===== src/rtl/instr_bus_pkg.sv =====
// Shared types and constants for the 8-bit instruction-load byte bus.
package instr_bus_pkg;

   typedef enum logic [1:0] {
      IDLE   = 2'd0,
      FIRST  = 2'd1,
      SECOND = 2'd2
   } ser_state_e;

   localparam logic LH_LSB = 1'b0;
   localparam logic LH_MSB = 1'b1;

   localparam int unsigned BYTE_W_DEF = 8;
   localparam int unsigned WORD_W_DEF = 16;

endpackage


===== src/rtl/ser_hold_buf.sv =====
// One-entry valid/ready holding buffer for the byte serializer.
// Only present when INSTR_SER_BUF_EN is defined.
`ifdef INSTR_SER_BUF_EN
module ser_hold_buf
   import instr_bus_pkg::*;
#(
   parameter int unsigned W = WORD_W_DEF
) (
   input  logic         clk_i,
   input  logic         rst_ni,
   input  logic [W-1:0] push_data_i,
   input  logic         push_i,
   input  logic         pop_i,
   output logic [W-1:0] data_o,
   output logic         valid_o
);

   logic [W-1:0] data_q, data_d;
   logic         valid_q, valid_d;

   // A push on the same edge as a pop refills the entry.
   always_comb begin
      data_d  = data_q;
      valid_d = valid_q;
      if (push_i) begin
         data_d  = push_data_i;
         valid_d = 1'b1;
      end else if (pop_i) begin
         valid_d = 1'b0;
      end
   end

   always_ff @(posedge clk_i or negedge rst_ni) begin
      if (!rst_ni) begin
         data_q  <= '0;
         valid_q <= 1'b0;
      end else begin
         data_q  <= data_d;
         valid_q <= valid_d;
      end
   end

   assign data_o  = data_q;
   assign valid_o = valid_q;

endmodule
`endif


===== src/rtl/instr_byte_serializer.sv =====
// Writer side of the instruction-load bus: one 16-bit word out as two bytes.
// INSTR_SER_BUF_EN adds a one-entry input buffer for back-to-back words.
module instr_byte_serializer
   import instr_bus_pkg::*;
#(
   parameter int unsigned BYTE_W    = BYTE_W_DEF,
   parameter int unsigned WORD_W    = WORD_W_DEF,
   parameter bit          MSB_FIRST = 1'b0,
   parameter int unsigned COUNT_W   = 8
) (
   input  logic               Clock,
   input  logic               Reset,
   input  logic [WORD_W-1:0]  InData,
   input  logic               InValid,
   output logic               InReady,
   input  logic               Stall,
   output logic [BYTE_W-1:0]  O,
   output logic               Write,
   output logic               LH,
   output logic               Busy,
   output logic               Done,
   output logic [COUNT_W-1:0] WordCount
);

   ser_state_e         state_q, state_d;
   logic [WORD_W-1:0]  hold_q, hold_d;
   logic               done_q, done_d;
   logic [COUNT_W-1:0] count_q, count_d;

   logic               accept;
   logic               second_xfer;
   logic               buf_valid;
   logic [WORD_W-1:0]  buf_data;
   logic               first_lh;

   assign accept      = InValid && InReady;
   assign second_xfer = (state_q == SECOND) && !Stall;
   assign first_lh    = MSB_FIRST ? LH_MSB : LH_LSB;

`ifdef INSTR_SER_BUF_EN
   logic buf_push;
   logic buf_pop;

   // A word arriving on the last-byte edge with the buffer empty goes
   // straight into Hold, so the buffer never holds data while IDLE.
   assign buf_push = accept && (state_q != IDLE) && !(second_xfer && !buf_valid);
   assign buf_pop  = second_xfer && buf_valid;
   assign InReady  = Reset && !buf_valid;

   ser_hold_buf #(.W(WORD_W)) u_buf (
      .clk_i       (Clock),
      .rst_ni      (Reset),
      .push_data_i (InData),
      .push_i      (buf_push),
      .pop_i       (buf_pop),
      .data_o      (buf_data),
      .valid_o     (buf_valid)
   );
`else
   assign InReady   = Reset && (state_q == IDLE);
   assign buf_valid = 1'b0;
   assign buf_data  = '0;
`endif

   always_comb begin
      state_d = state_q;
      hold_d  = hold_q;
      done_d  = 1'b0;
      count_d = count_q;
      unique case (state_q)
         IDLE: begin
            if (accept) begin
               hold_d  = InData;
               state_d = FIRST;
            end
         end
         FIRST: begin
            if (!Stall) state_d = SECOND;
         end
         SECOND: begin
            if (!Stall) begin
               done_d  = 1'b1;
               count_d = count_q + COUNT_W'(1);
               if (buf_valid) begin
                  hold_d  = buf_data;
                  state_d = FIRST;
               end else if (accept) begin
                  hold_d  = InData;
                  state_d = FIRST;
               end else begin
                  state_d = IDLE;
               end
            end
         end
         default: state_d = IDLE;
      endcase
   end

   always_ff @(posedge Clock or negedge Reset) begin
      if (!Reset) begin
         state_q <= IDLE;
         hold_q  <= '0;
         done_q  <= 1'b0;
         count_q <= '0;
      end else begin
         state_q <= state_d;
         hold_q  <= hold_d;
         done_q  <= done_d;
         count_q <= count_d;
      end
   end

   // Bus outputs depend only on state and Hold.
   always_comb begin
      Write = 1'b0;
      LH    = LH_LSB;
      O     = '0;
      unique case (state_q)
         FIRST: begin
            Write = 1'b1;
            LH    = first_lh;
         end
         SECOND: begin
            Write = 1'b1;
            LH    = ~first_lh;
         end
         default: ;
      endcase
      if (Write) O = LH ? hold_q[WORD_W-1 -: BYTE_W] : hold_q[BYTE_W-1:0];
   end

   assign Busy      = (state_q != IDLE);
   assign Done      = done_q;
   assign WordCount = count_q;

endmodule

===== config.mk =====
export PLATFORM = sky130hd
export DESIGN_NAME = instr_byte_serializer
export DESIGN_NICKNAME = d
export VERILOG_FILES = /design/src/rtl/instr_bus_pkg.sv /design/src/rtl/ser_hold_buf.sv /design/src/rtl/instr_byte_serializer.sv
export SDC_FILE = /design/constraint.sdc
export NUM_CORES = 1
export LEC_CHECK = 0
export ABC_AREA = 0
export BUFFER_PORTS_ARGS = -buffer_cell sky130_fd_sc_hd__buf_2
export CAP_MARGIN = 15
export CORE_UTILIZATION = 45
export CTS_CLUSTER_SIZE = 12
export DETAILED_ROUTE_END_ITERATION = 10
export PLACE_DENSITY = 0.72
export SLEW_MARGIN = 25
export SYNTH_ARGS = -nofsm -noshare
export SYNTH_HDL_FRONTEND = slang
export SYNTH_SLANG_ARGS = --single-unit

===== constraint.sdc =====
create_clock -name Clock -period 2 [get_ports Clock]
set_input_delay 0.4 -clock Clock [delete_from_list [all_inputs] [get_ports Clock]]
set_output_delay 0.4 -clock Clock [all_outputs]
set_load 0.01 [all_outputs]

## Yosys cells after proc, flatten, opt, wreduce, memory -nomap -nowiden

Cells that the tools add are included.

| cells by class | value |
|---|---|
| add/sub/neg operators | 1 |
| equal/unequal tests | 5 |
| multiplexer cells | 14 |
| bitwise logic cells | 1 |
| reduce and logical (&&, ||, !) cells | 9 |

Operator list:

| kind | count |
|---|---|
| $mux 16 | 2 |
| $pmux 16 s2 | 1 |
| $mux 8 | 2 |
| $add 8x1->8 const B | 1 |
| $mux 2 | 3 |
| $ne 2x2->1 const B | 3 |
| $pmux 2 s3 | 1 |
| $mux 1 | 5 |
| $reduce_and 2->1 | 2 |
| $reduce_bool 2->1 | 2 |
| $reduce_and 3->1 | 1 |
| $eq 2x1->1 const B | 1 |
| $eq 2x2->1 const B | 1 |
| $logic_and 1x1->1 | 2 |
| $logic_not 2->1 | 1 |
| $reduce_or 2->1 | 1 |
| $not 1->1 | 1 |

| word-level totals | value |
|---|---|
| bits in registers | 27 |
| bits of input ports | 20 |
| output and inout port bits | 21 |

## Depth between registers and ports, before layout

| depth | value |
|---|---|
| word-level depth | 6 |
| gate-level depth with buffers | 7 |
| mapped depth without buffers | 5 |

## Worst setup path before layout

Ideal clock, no wire load.

| path | value |
|---|---|
| path type | register to register |
| from | register state_q[0] |
| to | register count_q[1], in the netlist WordCount[1] |
| library setup time | 0.125 ns |
| arrival | 1.499 ns |
| data required time | 1.875 ns |
| setup slack | 0.376 ns |
| stages on the path, launching flop included | 7 |
| buffers on the path | 2 |
| cells stage by stage | dfrtp_1 inv_1 ha_1 buf_6 and2b_1 buf_6 mux2_4 |

| on the way | value |
|---|---|
| cells in the longest elaborated chain, start to end | 2 |

Ends and longest elaborated chain:

| element | line | RTL |
|---|---|---|
| from (decl) | instr_byte_serializer.sv:25 | `ser_state_e state_q, state_d;` |
| from (signal assigned) | instr_byte_serializer.sv:106 | `state_q <= state_d;` |
| $eq 2x2->1 | instr_byte_serializer.sv:70 | `unique case (state_q)` |
| $reduce_and 2->1 (no line) | n/a |  |
| to (signal assigned) | instr_byte_serializer.sv:109 | `count_q <= count_d;` |
| to (decl) | instr_byte_serializer.sv:28 | `logic [COUNT_W-1:0] count_q, count_d;` |

No other way between the ends.
A chain may end at the register's enable or synchronous reset.

## Worst setup path in the final report

| path | value |
|---|---|
| from | register state_q[0] |
| to | output port O[3] |

| on the way | value |
|---|---|
| cells in the longest elaborated chain, start to end | 4 |
| elaborated cells on any way between the ends | 7 |
| those cells by class | eq/ne (2); mux (4); reduce/logical (1) |

Ends and longest elaborated chain:

| element | line | RTL |
|---|---|---|
| $eq 2x2->1 or $eq 2x1->1 (tied branches) | instr_byte_serializer.sv:118 | `unique case (state_q)` |
| $mux 1 or $reduce_or 2->1 (tied branches) | n/a |  |
| $mux 8 or $mux 1 (tied branches) | instr_byte_serializer.sv:129, instr_byte_serializer.sv:118 |  |
| $mux 8 * | instr_byte_serializer.sv:129 | `if (Write) O = LH ? hold_q[WORD_W-1 -: BYTE_W] : hold_q[BYTE_W-1:0];` |
| to (decl) | instr_byte_serializer.sv:17 | `output logic [BYTE_W-1:0] O,` |

Every way passes the cells marked *; elsewhere a longest branch is shown, timed or not.

==> results.json <==
{
  "grt_usage_pct": 17.40,
  "multi_input_area_um2": 605.6,
  "antenna_left": 0,
  "power_mw": 2.400,
  "die_w_um": 55.78,
  "crit_path_end_kind": "primary output",
  "dp_slack_ps": 277.4,
  "drv_cap": 0,
  "synthToLayoutAreaGrowth_pct": 27.31,
  "drt-wirelength-per-cell_um": 13.39,
  "tightest_slew_ps": 319.5,
  "whs_path_depth": 2,
  "yosys.area_share.simple_pct": 9.231,
  "critPathLaunchType": "flop",
  "gp_congestion": 0.7405,
  "worstSkewPairLatency_ps": 340,
  "fin_cells": 179,
  "initial_core_util_pct": 47.19,
  "fp.dieH_um": 55.78,
  "leakage_nw": 0.8071,
  "max_slew_margin_pct": 78.70,
  "yosys.area.top_type": "dfrtp_1",
  "synth_nets": 122,
  "grt_antenna_before_repair": 0,
  "cts_root_buffer": "clkbuf_4",
  "grt_setup_unrepaired": "yes",
  "port_buffers": 40,
  "ys_ff_latch": 27,
  "hold_viol": 0,
  "ys_seq_area_share_pct": 51.92,
  "synth_warnings": 0,
  "fin_crit_sh_pct": 96.12,
  "synth_top_family_by_area": "multiplexers",
  "synth_compound_area_share_pct": 2.019,
  "slew_viol_final": 0,
  "placedCellCount": 168,
  "yosysTopAreaCellShare_pct": 51.92,
  "hold_path_class": "in2reg",
  "grt_pass1_vias": 893,
  "yosys.area_share.xor_xnor_pct": 4.712,
  "numCtsBuffers": 3,
  "rrSetupSlack_ps": 330,
  "first_pass_iters": 2,
  "io_pins": 41,
  "worstSetupPathType": "reg2out",
  "reg2regPathDepth": 6,
  "fillers": 231,
  "min_to": "hold_q[0]",
  "coreArea_mm2": 0.002758,
  "vias_per_cell": 4.989,
  "drc": 0,
  "fp.dieArea_mm2": 0.003111,
  "fin_ws_ps": 77.58,
  "fmax_ghz": 0.5202,
  "r2r-end": "WordCount[1]",
  "synthMuxAreaShare_pct": 22.88,
  "dp_hpwl_um": 1728,
  "r2r_start": "state_q[0]",
  "setup-tns-final_ps": 0,
  "place_area_mm2": 0.001536,
  "drtIter0Drc": 20,
  "seq_area_um2": 675.6,
  "grt_max_degree": 18,
  "hold-worst-slack_ps": 276.6,
  "worst-path-max-fanout": 5,
  "cp.arrival_ps": 1520,
  "post-route-cell-area_mm2": 0.001657,
  "vias": 893,
  "power.density_mw_per_mm2": 1449,
  "post-route-min-period_ps": 1922,
  "htree_levels": 1,
  "synthCells": 96,
  "syn_avg_cell_area_um2": 13.55,
  "clkTransAtPathRegs_ps": 150,
  "cts.sinks": 27,
  "fin_nets": 175,
  "vdd_ir_drop_max_v": 0.0008736,
  "synth_area_leaders": "dfrtp_1, mux2_2, mux2i_1",
  "clock-skew-final_ps": 8.296,
  "synth.distinct_cells": 18,
  "antennaDiodeCount": 0,
  "critPathRequiredTime_ps": 1600,
  "final_util_pct": 60.07,
  "setup_viol": 0,
  "critPathLaunch": "state_q[0]",
  "syn_area_mm2": 0.001301,
  "drive_above_1_share_pct": 52.70,
  "num_rows": 19,
  "grt_first_pass_wirelength_um": 4181,
  "drt_wl_total_um": 2397,
  "cts_tree": "built",
  "cts_buffer_depth": 2,
  "min-delay-start": "InData[0]",
  "status": "finished, final reports clean",
  "grt-ovfl-total": 0,
  "synthAdderAreaFrac_pct": 5.769
}
-- critical path, cell delays in order, from the launching register on --
cell and delay, ps:
dfrtp_1 420, inv_2 100, ha_4 150, buf_6 130, mux2i_1 200, nor2b_1 60
buf_2 130
-- report_power, final --
| group | switching [mW] | total (mW) | internal (mW) |
|---|---|---|---|
| clock network | 0.169 | 0.246 | 0.0768 |
| logic | 0.547 | 1.24 | 0.692 |
| registers | 0.143 | 0.916 | 0.773 |
-- registers in the layout, summed over array words and instances, names as in the netlist --
| signal | count |
|---|---|
| hold_q | 16 |
| WordCount | 8 |
| state_q | 2 |
| Done | 1 |
-- how the worst max path moves through the flow --
stage	slack (ps)	to
after floorplan	380	WordCount[1]
after global placement	310	WordCount[1]
after detailed placement	280	O[3]
after CTS	3	O[3]
after global routing	-20	O[1]
final	80	O[3]
-- repair_timing --
action                     CTS  global route
resized for setup            1            10
hold endpoints to repair    10             0
setup buffers                2             3
cloned                       0             1
setup endpoints to repair    8             9
hold buffers                 1             0
-- layout by cell type, fill, tap and decap left out, drive strengths merged --
cell and count:
a21oi 1, and2 2, and2b 1, and3 2, buf 49, clkbuf 4
clkinvlp 1, dfrtp 27, dlygate4sd3 1, ha 6, inv 3, mux2 19
mux2i 8, nand2 2, nand3 1, nand4 4, nor2b 8, o21ai 2
xnor2 6, xor2 1
-- routing by layer --
metal	part of all wire (%)	up-vias	track usage, %
met3	5.4	5	2.558
met1	44	428	23.03
met4	1.7	0	7.500
li1	-	433	-
met2	49	27	28.57
met5	0	-	0
-- cells by family after synthesis --
logic type | count (synthesis)
xor+xnor | 7
flops | 27
compound gates | 3
simple gates | 20
buf+inv | 6
mux | 27
fa+ha+maj | 6
-- cell usage after synthesis (all sizes together) --
master and count:
dfrtp 27, mux2 19, mux2i 8, nor2b 8, ha 6, xnor2 6, nand4 4, buf 3
inv 3, and2 2, and3 2, nand2 2, o21ai 2, a21oi 1, and2b 1, nand3 1
xor2 1
-- area by class of cell --
class                      count  area share, %
timing repair buffer          51          17.82
tap                           31          2.341
clock buffer                   3          1.360
inverter                       3         0.6798
multi-input combinational     63          36.56
clock inverter                 1         0.4532
sequential                    27          40.79
Note: power is estimated with default switching activity, not from simulation.
